### config.mk
export PLATFORM = sky130hd
export DESIGN_NAME = clock_time_set
export DESIGN_NICKNAME = d
export VERILOG_FILES = /design/src/rtl/clock_time_set.sv
export SDC_FILE = /design/constraint.sdc
export NUM_CORES = 1
export LEC_CHECK = 0
export ABC_AREA = 1
export CAP_MARGIN = 40
export CELL_PAD_IN_SITES_DETAIL_PLACEMENT = 1
export CELL_PAD_IN_SITES_GLOBAL_PLACEMENT = 2
export CORE_UTILIZATION = 30
export CTS_BUF_LIST = sky130_fd_sc_hd__clkbuf_16
export CTS_CLUSTER_SIZE = 12
export DETAILED_ROUTE_END_ITERATION = 6
export GPL_ROUTABILITY_DRIVEN = 0
export PLACE_DENSITY = 0.69
export SYNTH_ARGS = -nofsm -noshare
export SYNTH_HDL_FRONTEND = slang
export SYNTH_SLANG_ARGS = --single-unit
### constraint.sdc
create_clock -name clk -period 7.3 [get_ports clk]
set_clock_uncertainty 0.2 [all_clocks]
set_input_delay 1.46 -clock clk [delete_from_list [all_inputs] [get_ports clk]]
set_output_delay 1.46 -clock clk [all_outputs]
set_load 0.005 [all_outputs]
### src/rtl/clock_time_set.sv
// clock_time_set -- timekeeping and adjust core of the Reloj clock.
//
// Keeps the 24 h time (hora:minuto:segundo) and the alarm time
// (alm_hora:alm_min), applies push-button adjustments according to the
// synchronized mode code, and drives the alarm output.
//
// Mode code (mode_sel): 00 run, 01 set hour, 10 set minute, 11 set alarm.
//
// Parameters:
//   TICK_DIV    clk cycles per 1 s tick (must be >= 2)
//   ALARM_SECS  seconds the alarm stays asserted if not cancelled
//   REPEAT_DIV  clk cycles per auto-repeat increment (auto-repeat build only)
//
// Ports:
//   clk        system clock, rising edge
//   rst_n      asynchronous reset, active low
//   mode_sel   mode code, asynchronous to clk
//   btn_inc    increment button, raw level
//   btn_sel    alarm field-select button, raw level
//   alarm_en   alarm enable switch, raw level
//   hora       current hour 0-23
//   minuto     current minute 0-59
//   segundo    current second 0-59
//   alm_hora   alarm hour 0-23
//   alm_min    alarm minute 0-59
//   alm_field  mode 11 field select: 0 hour, 1 minute
//   tick       one-cycle pulse per counted second
//   alarma     alarm/buzzer output
//
// Build option: define CLOCK_TIME_SET_AUTOREPEAT_EN to add auto-repeat of
// btn_inc in modes 01, 10 and 11. Without it a held button yields exactly
// one increment.

module clock_time_set #(
  parameter int TICK_DIV   = 50000000,
  parameter int ALARM_SECS = 60,
  parameter int REPEAT_DIV = 12500000
) (
  input  logic       clk,
  input  logic       rst_n,
  input  logic [1:0] mode_sel,
  input  logic       btn_inc,
  input  logic       btn_sel,
  input  logic       alarm_en,
  output logic [4:0] hora,
  output logic [5:0] minuto,
  output logic [5:0] segundo,
  output logic [4:0] alm_hora,
  output logic [5:0] alm_min,
  output logic       alm_field,
  output logic       tick,
  output logic       alarma
);

  localparam int PW = (TICK_DIV > 1) ? $clog2(TICK_DIV) : 1;
  localparam logic [PW-1:0] PRE_MAX = PW'(TICK_DIV - 1);
  localparam int AW = (ALARM_SECS > 1) ? $clog2(ALARM_SECS) : 1;
  localparam logic [AW-1:0] ALM_MAX = AW'(ALARM_SECS - 1);

  localparam logic [1:0] M_RUN = 2'b00;
  localparam logic [1:0] M_HR  = 2'b01;
  localparam logic [1:0] M_MIN = 2'b10;
  localparam logic [1:0] M_ALM = 2'b11;

  // tick is decoded from the prescaler, so a divide of 1 would leave it
  // stuck high; REPEAT_DIV must give a non-empty repeat period.
  if (TICK_DIV < 2 || REPEAT_DIV < 1) begin : g_param_check
    $error("clock_time_set: TICK_DIV must be >= 2 and REPEAT_DIV >= 1");
  end

  function automatic logic [4:0] inc_hour(input logic [4:0] h);
    return (h == 5'd23) ? 5'd0 : h + 5'd1;
  endfunction

  function automatic logic [5:0] inc_min60(input logic [5:0] m);
    return (m == 6'd59) ? 6'd0 : m + 6'd1;
  endfunction

  // Synchronizer / edge-detect flops: _p0, _p1 form the 2-flop synchronizer,
  // _p2 holds the previous synchronized value.
  logic [1:0] mode_p0, mode_p1, mode_p2;
  logic       inc_p0, inc_p1, inc_p2;
  logic       sel_p0, sel_p1, sel_p2;
  logic       en_p0, en_p1;

  logic [PW-1:0] pre_cnt;
  logic [AW-1:0] alm_cnt;

  logic [1:0] mode;
  logic       run_mode, adj_mode;
  logic       inc_edge, sel_edge, inc_ev;
  logic       enter_alm;
  logic       field_eff;
  logic       alarm_set, alarm_clr;

  logic [PW-1:0] pre_n;
  logic [5:0]    sec_n, min_n;
  logic [4:0]    hr_n;
  logic [4:0]    alm_hr_n;
  logic [5:0]    alm_min_n;
  logic          field_n;

  assign mode      = mode_p1;
  assign run_mode  = (mode == M_RUN) || (mode == M_ALM);
  assign adj_mode  = ~run_mode;
  assign inc_edge  = inc_p1 & ~inc_p2;
  assign sel_edge  = sel_p1 & ~sel_p2;
  assign enter_alm = (mode == M_ALM) && (mode_p2 != M_ALM);
  assign tick      = run_mode && (pre_cnt == PRE_MAX);

`ifdef CLOCK_TIME_SET_AUTOREPEAT_EN
  localparam int RW = (REPEAT_DIV > 1) ? $clog2(REPEAT_DIV) : 1;
  localparam logic [RW-1:0] REP_MAX = RW'(REPEAT_DIV - 1);

  logic [RW-1:0] rep_cnt;
  logic          rep_run, rep_fire;

  // The counter only runs while the button is held in an adjust-capable
  // mode that has not just changed.
  assign rep_run  = inc_p1 && (mode != M_RUN) && (mode == mode_p2);
  assign rep_fire = rep_run && (rep_cnt == REP_MAX);
  assign inc_ev   = inc_edge | rep_fire;

  always_ff @(posedge clk or negedge rst_n) begin
    if (!rst_n) begin
      rep_cnt <= '0;
    end else if (!rep_run || rep_fire) begin
      rep_cnt <= '0;
    end else begin
      rep_cnt <= rep_cnt + 1'b1;
    end
  end
`else
  assign inc_ev = inc_edge;
`endif

  // Field used by an increment in this cycle: entering mode 11 selects the
  // hour field immediately, so a coincident inc edge adjusts the hour.
  assign field_eff = enter_alm ? 1'b0 : alm_field;

  always_comb begin
    pre_n     = pre_cnt;
    sec_n     = segundo;
    min_n     = minuto;
    hr_n      = hora;
    alm_hr_n  = alm_hora;
    alm_min_n = alm_min;
    field_n   = alm_field;

    if (run_mode) begin
      pre_n = (pre_cnt == PRE_MAX) ? '0 : pre_cnt + 1'b1;
      if (tick) begin
        if (segundo == 6'd59) begin
          sec_n = 6'd0;
          if (minuto == 6'd59) begin
            min_n = 6'd0;
            hr_n  = inc_hour(hora);
          end else begin
            min_n = minuto + 6'd1;
          end
        end else begin
          sec_n = segundo + 6'd1;
        end
      end
    end else begin
      pre_n = '0;
      sec_n = 6'd0;
      if (inc_ev) begin
        if (mode == M_HR) hr_n  = inc_hour(hora);
        else              min_n = inc_min60(minuto);
      end
    end

    if (mode == M_ALM) begin
      if (enter_alm)     field_n = 1'b0;
      else if (sel_edge) field_n = ~alm_field;
      if (inc_ev) begin
        if (!field_eff) alm_hr_n  = inc_hour(alm_hora);
        else            alm_min_n = inc_min60(alm_min);
      end
    end
  end

  // Only a run tick landing exactly on hh:mm:00 arms the alarm; manual
  // adjustment never produces a tick, so it cannot trigger it.
  assign alarm_set = tick && en_p1 && (hr_n == alm_hora) &&
                     (min_n == alm_min) && (sec_n == 6'd0);
  assign alarm_clr = ~en_p1 || inc_ev || sel_edge || adj_mode ||
                     (alarma && tick && (alm_cnt == ALM_MAX));

  always_ff @(posedge clk or negedge rst_n) begin
    if (!rst_n) begin
      mode_p0   <= 2'b00;
      mode_p1   <= 2'b00;
      mode_p2   <= 2'b00;
      inc_p0    <= 1'b0;
      inc_p1    <= 1'b0;
      inc_p2    <= 1'b0;
      sel_p0    <= 1'b0;
      sel_p1    <= 1'b0;
      sel_p2    <= 1'b0;
      en_p0     <= 1'b0;
      en_p1     <= 1'b0;
      pre_cnt   <= '0;
      alm_cnt   <= '0;
      segundo   <= 6'd0;
      minuto    <= 6'd0;
      hora      <= 5'd0;
      alm_hora  <= 5'd6;
      alm_min   <= 6'd0;
      alm_field <= 1'b0;
      alarma    <= 1'b0;
    end else begin
      // Stage p0 -> p1 -> p2: synchronize, then keep previous for edges
      mode_p0 <= mode_sel;
      mode_p1 <= mode_p0;
      mode_p2 <= mode_p1;
      inc_p0  <= btn_inc;
      inc_p1  <= inc_p0;
      inc_p2  <= inc_p1;
      sel_p0  <= btn_sel;
      sel_p1  <= sel_p0;
      sel_p2  <= sel_p1;
      en_p0   <= alarm_en;
      en_p1   <= en_p0;

      // Time, alarm settings and alarm output from synchronized inputs
      pre_cnt   <= pre_n;
      segundo   <= sec_n;
      minuto    <= min_n;
      hora      <= hr_n;
      alm_hora  <= alm_hr_n;
      alm_min   <= alm_min_n;
      alm_field <= field_n;

      if (alarm_clr)      alarma <= 1'b0;
      else if (alarm_set) alarma <= 1'b1;

      if (alarm_set)                                alm_cnt <= '0;
      else if (alarma && tick && alm_cnt != ALM_MAX) alm_cnt <= alm_cnt + 1'b1;
    end
  end

endmodule

==> out/results.ini <==
[clock_network]
cts_tree=done
cts_root_buffer=clkbuf_16
clkLatencyLatePin_ns=0.35
ctsLongestPathBuffers=2
hold_buffers=0
cts-resized-gates=0
clock_sinks=76
postCtsSetupBuffers=0
numCtsBuffers=9
clkSlewWorstSetupHoldPaths_ns=0.06
h-tree-depth=3

[global_route]
grt_max_degree=43
grt_pass1_wl_um=22310
overflow=0
grt_antenna_before_repair=0
grt_pass1_vias=4315
grt_usage_pct=18.21

[critical_path]
reg2reg_from=mode[0]$_DFF_PN0_
startpoint_type=flip-flop
crit_type=reg -> out
cp-end-kind=output pin
reg2reg_depth=12
startpoint=mode[0]$_DFF_PN0_
crit_fanout=18
cp.required_ns=5.64
crit_arrival_ns=3.09

[sta]
period_share_pct=65.07
maxSlewViolCount=0
rsz0062_at_grt=no
timing.slew.headroom_pct=51.63
finalHoldViolCount=0
tns_ns=0
fmaxAchievable_ghz=0.2105
setup-violations-final=0
worstMarginPinSlew_ns=0.7256
finalCriticalPeriod_ns=4.750

[finish]
nets=672
n_fill_cell=1769
fin_cells=845
drive_gt1_share_pct=7.867
syn_to_final_growth_pct=19.66
diodes=0

[placed_design]
port_buffers=37
dp_hpwl_um=10150
dp_cells=829

[hold_path]
min_path_type=reg -> reg
min_path_cells=0
hold_start=en_p0$_DFF_PN0_

[floorplanning]
core-area_um2=14590
die_area_um2=15450
num_io_pins=38
rows=44
initial_core_util_pct=30.75
dieWidth_um=124.3
die_y_um=124.3

[pwr]
p_total_mw=1.334
ir_worst_vdd_uv=134.2
leakagePower_nw=2.507
p_per_area_nw_per_um2=248.5

[route]
ant_nets=0
via_count=4067
routedWlPerCell_um=15.50
drt_first_pass_iters=4
wirelength_um=13090
via_per_inst=4.813
drt_iter0_markers=133
drc_errors=0

[yosys]
async_flop_share_pct=100.0
seq_area_frac_synth_pct=42.44
avgSynthCellArea_um2=7.307
synth_edf_count=0
synth_area_leaders=dfrtp_1 41%, nand2_1 15%, inv_1 7.1%
ys_top_cells_by_count=174 x nand2_1, 85 x inv_1, 74 x dfrtp_1
synth_top_area_share_pct=41.27
synth-seq-cells=76
yosysTopAreaCell=dfrtp_1
yosysWarnings=0
synth_area_um2=4487
synth_nets=630
synth_ff_type=dfrtp_1
synth.most_common_cell=nand2_1
synthCells=614
synth.distinct_cells=42

[status]
outcome=finished clean

[run]
max-cap-violations=0

## final cells by class
cell class | instances | area [um2] | area share (%)
multi-input combinational | 441 | 2211 | 41.18
sequential | 76 | 1904 | 35.47
timing repair buffer | 38 | 395.4 | 7.364
inverter | 90 | 337.8 | 6.292
tap | 184 | 230.2 | 4.288
clock buffer | 9 | 225.2 | 4.195
clock inverter | 7 | 65.06 | 1.212
## cell usage in the layout, fill, tap and decap left out, types with 4 or more instances in the layout
cell,count
a21oi_1,17
clkbuf_16,9
clkdlybuf4s50_1,36
dfrtp_1,74
ha_1,9
inv_1,85
inv_2,4
nand2_1,174
nand2_2,5
nand3_1,43
nand3b_1,4
nand4_1,12
nor2_1,73
nor2_2,7
nor2_4,4
nor3_1,18
nor4_1,6
o211ai_1,6
o21ai_0,19
xnor2_1,4
xor2_1,14
## stage by stage
step                util [%]  cell area [um2]  hold slack, ns  setup slack [ns]
CTS                    36.80             5369          0.1509             2.515
detailed placement     34.81             5079          0.1358             2.909
floorplan                  -             4487          0.1312             4.097
global route           36.80             5369          0.1609             2.349
finish                 36.80             5369          0.1474             2.550
global placement       34.62             5051          0.1333             2.982
## metal layers
metal	up-vias	part of all wire [%]	wire, um	global-route usage [%]
met1	1975	51	6738	25.47
met2	44	45	5863	28.31
met3	11	2.3	297	3.308
met4	0	1.5	195	5.882
li1	2037	-	-	-
met5	-	0	0	0
## critical path, cell delays in order, from the launching register on
cell and delay, ns:
dfrtp_1 0.40, ha_1 0.77, inv_2 0.36, nor4_1 0.60, clkdlybuf4s50_1 0.60
## path summary, 6_finish.rpt
kind,endpoint,slack (ns)
min in group asynchronous,pre_cnt[14]$_DFF_PN0_,0.87
worst min-delay path,en_p1$_DFF_PN0_,0.15
worst min register to register,en_p1$_DFF_PN0_,0.15
worst max register to register,alm_cnt[4]$_DFFE_PN0P_,3.95
max in group asynchronous,alm_hora[1]$_DFFE_PN1P_,5.36
worst max-delay path,tick,2.55
## logic make-up (layout without fill, tap and decap cells)
family	count (synthesis)	after routing	share of synthesized area [%]
and+or+nand+nor	362	362	36.48
buffers and inverters	97	144	8.282
DFF	76	76	42.44
AOI/OAI and AO/OA	51	51	6.553
xor gates and xnor gates	18	18	3.514
adders and majority gates	9	9	2.510
muxes	1	1	0.2231
## flip-flops by register name, summed over array words and instances, names as in the netlist, 5 cells and up
name      flops
alm_hora      5
pre_cnt      26
alm_min       6
alm_cnt       6
hora          5
minuto        6
segundo       6
## power breakdown
| part | internal [mW] | switching (mW) |
|---|---|---|
| Sequential | 0.465 | 0.0583 |
| Combinational | 0.154 | 0.209 |
| Clock | 0.239 | 0.209 |
| Total | 0.858 | 0.476 |
No activity file was read; power rests on OpenSTA's default activity.
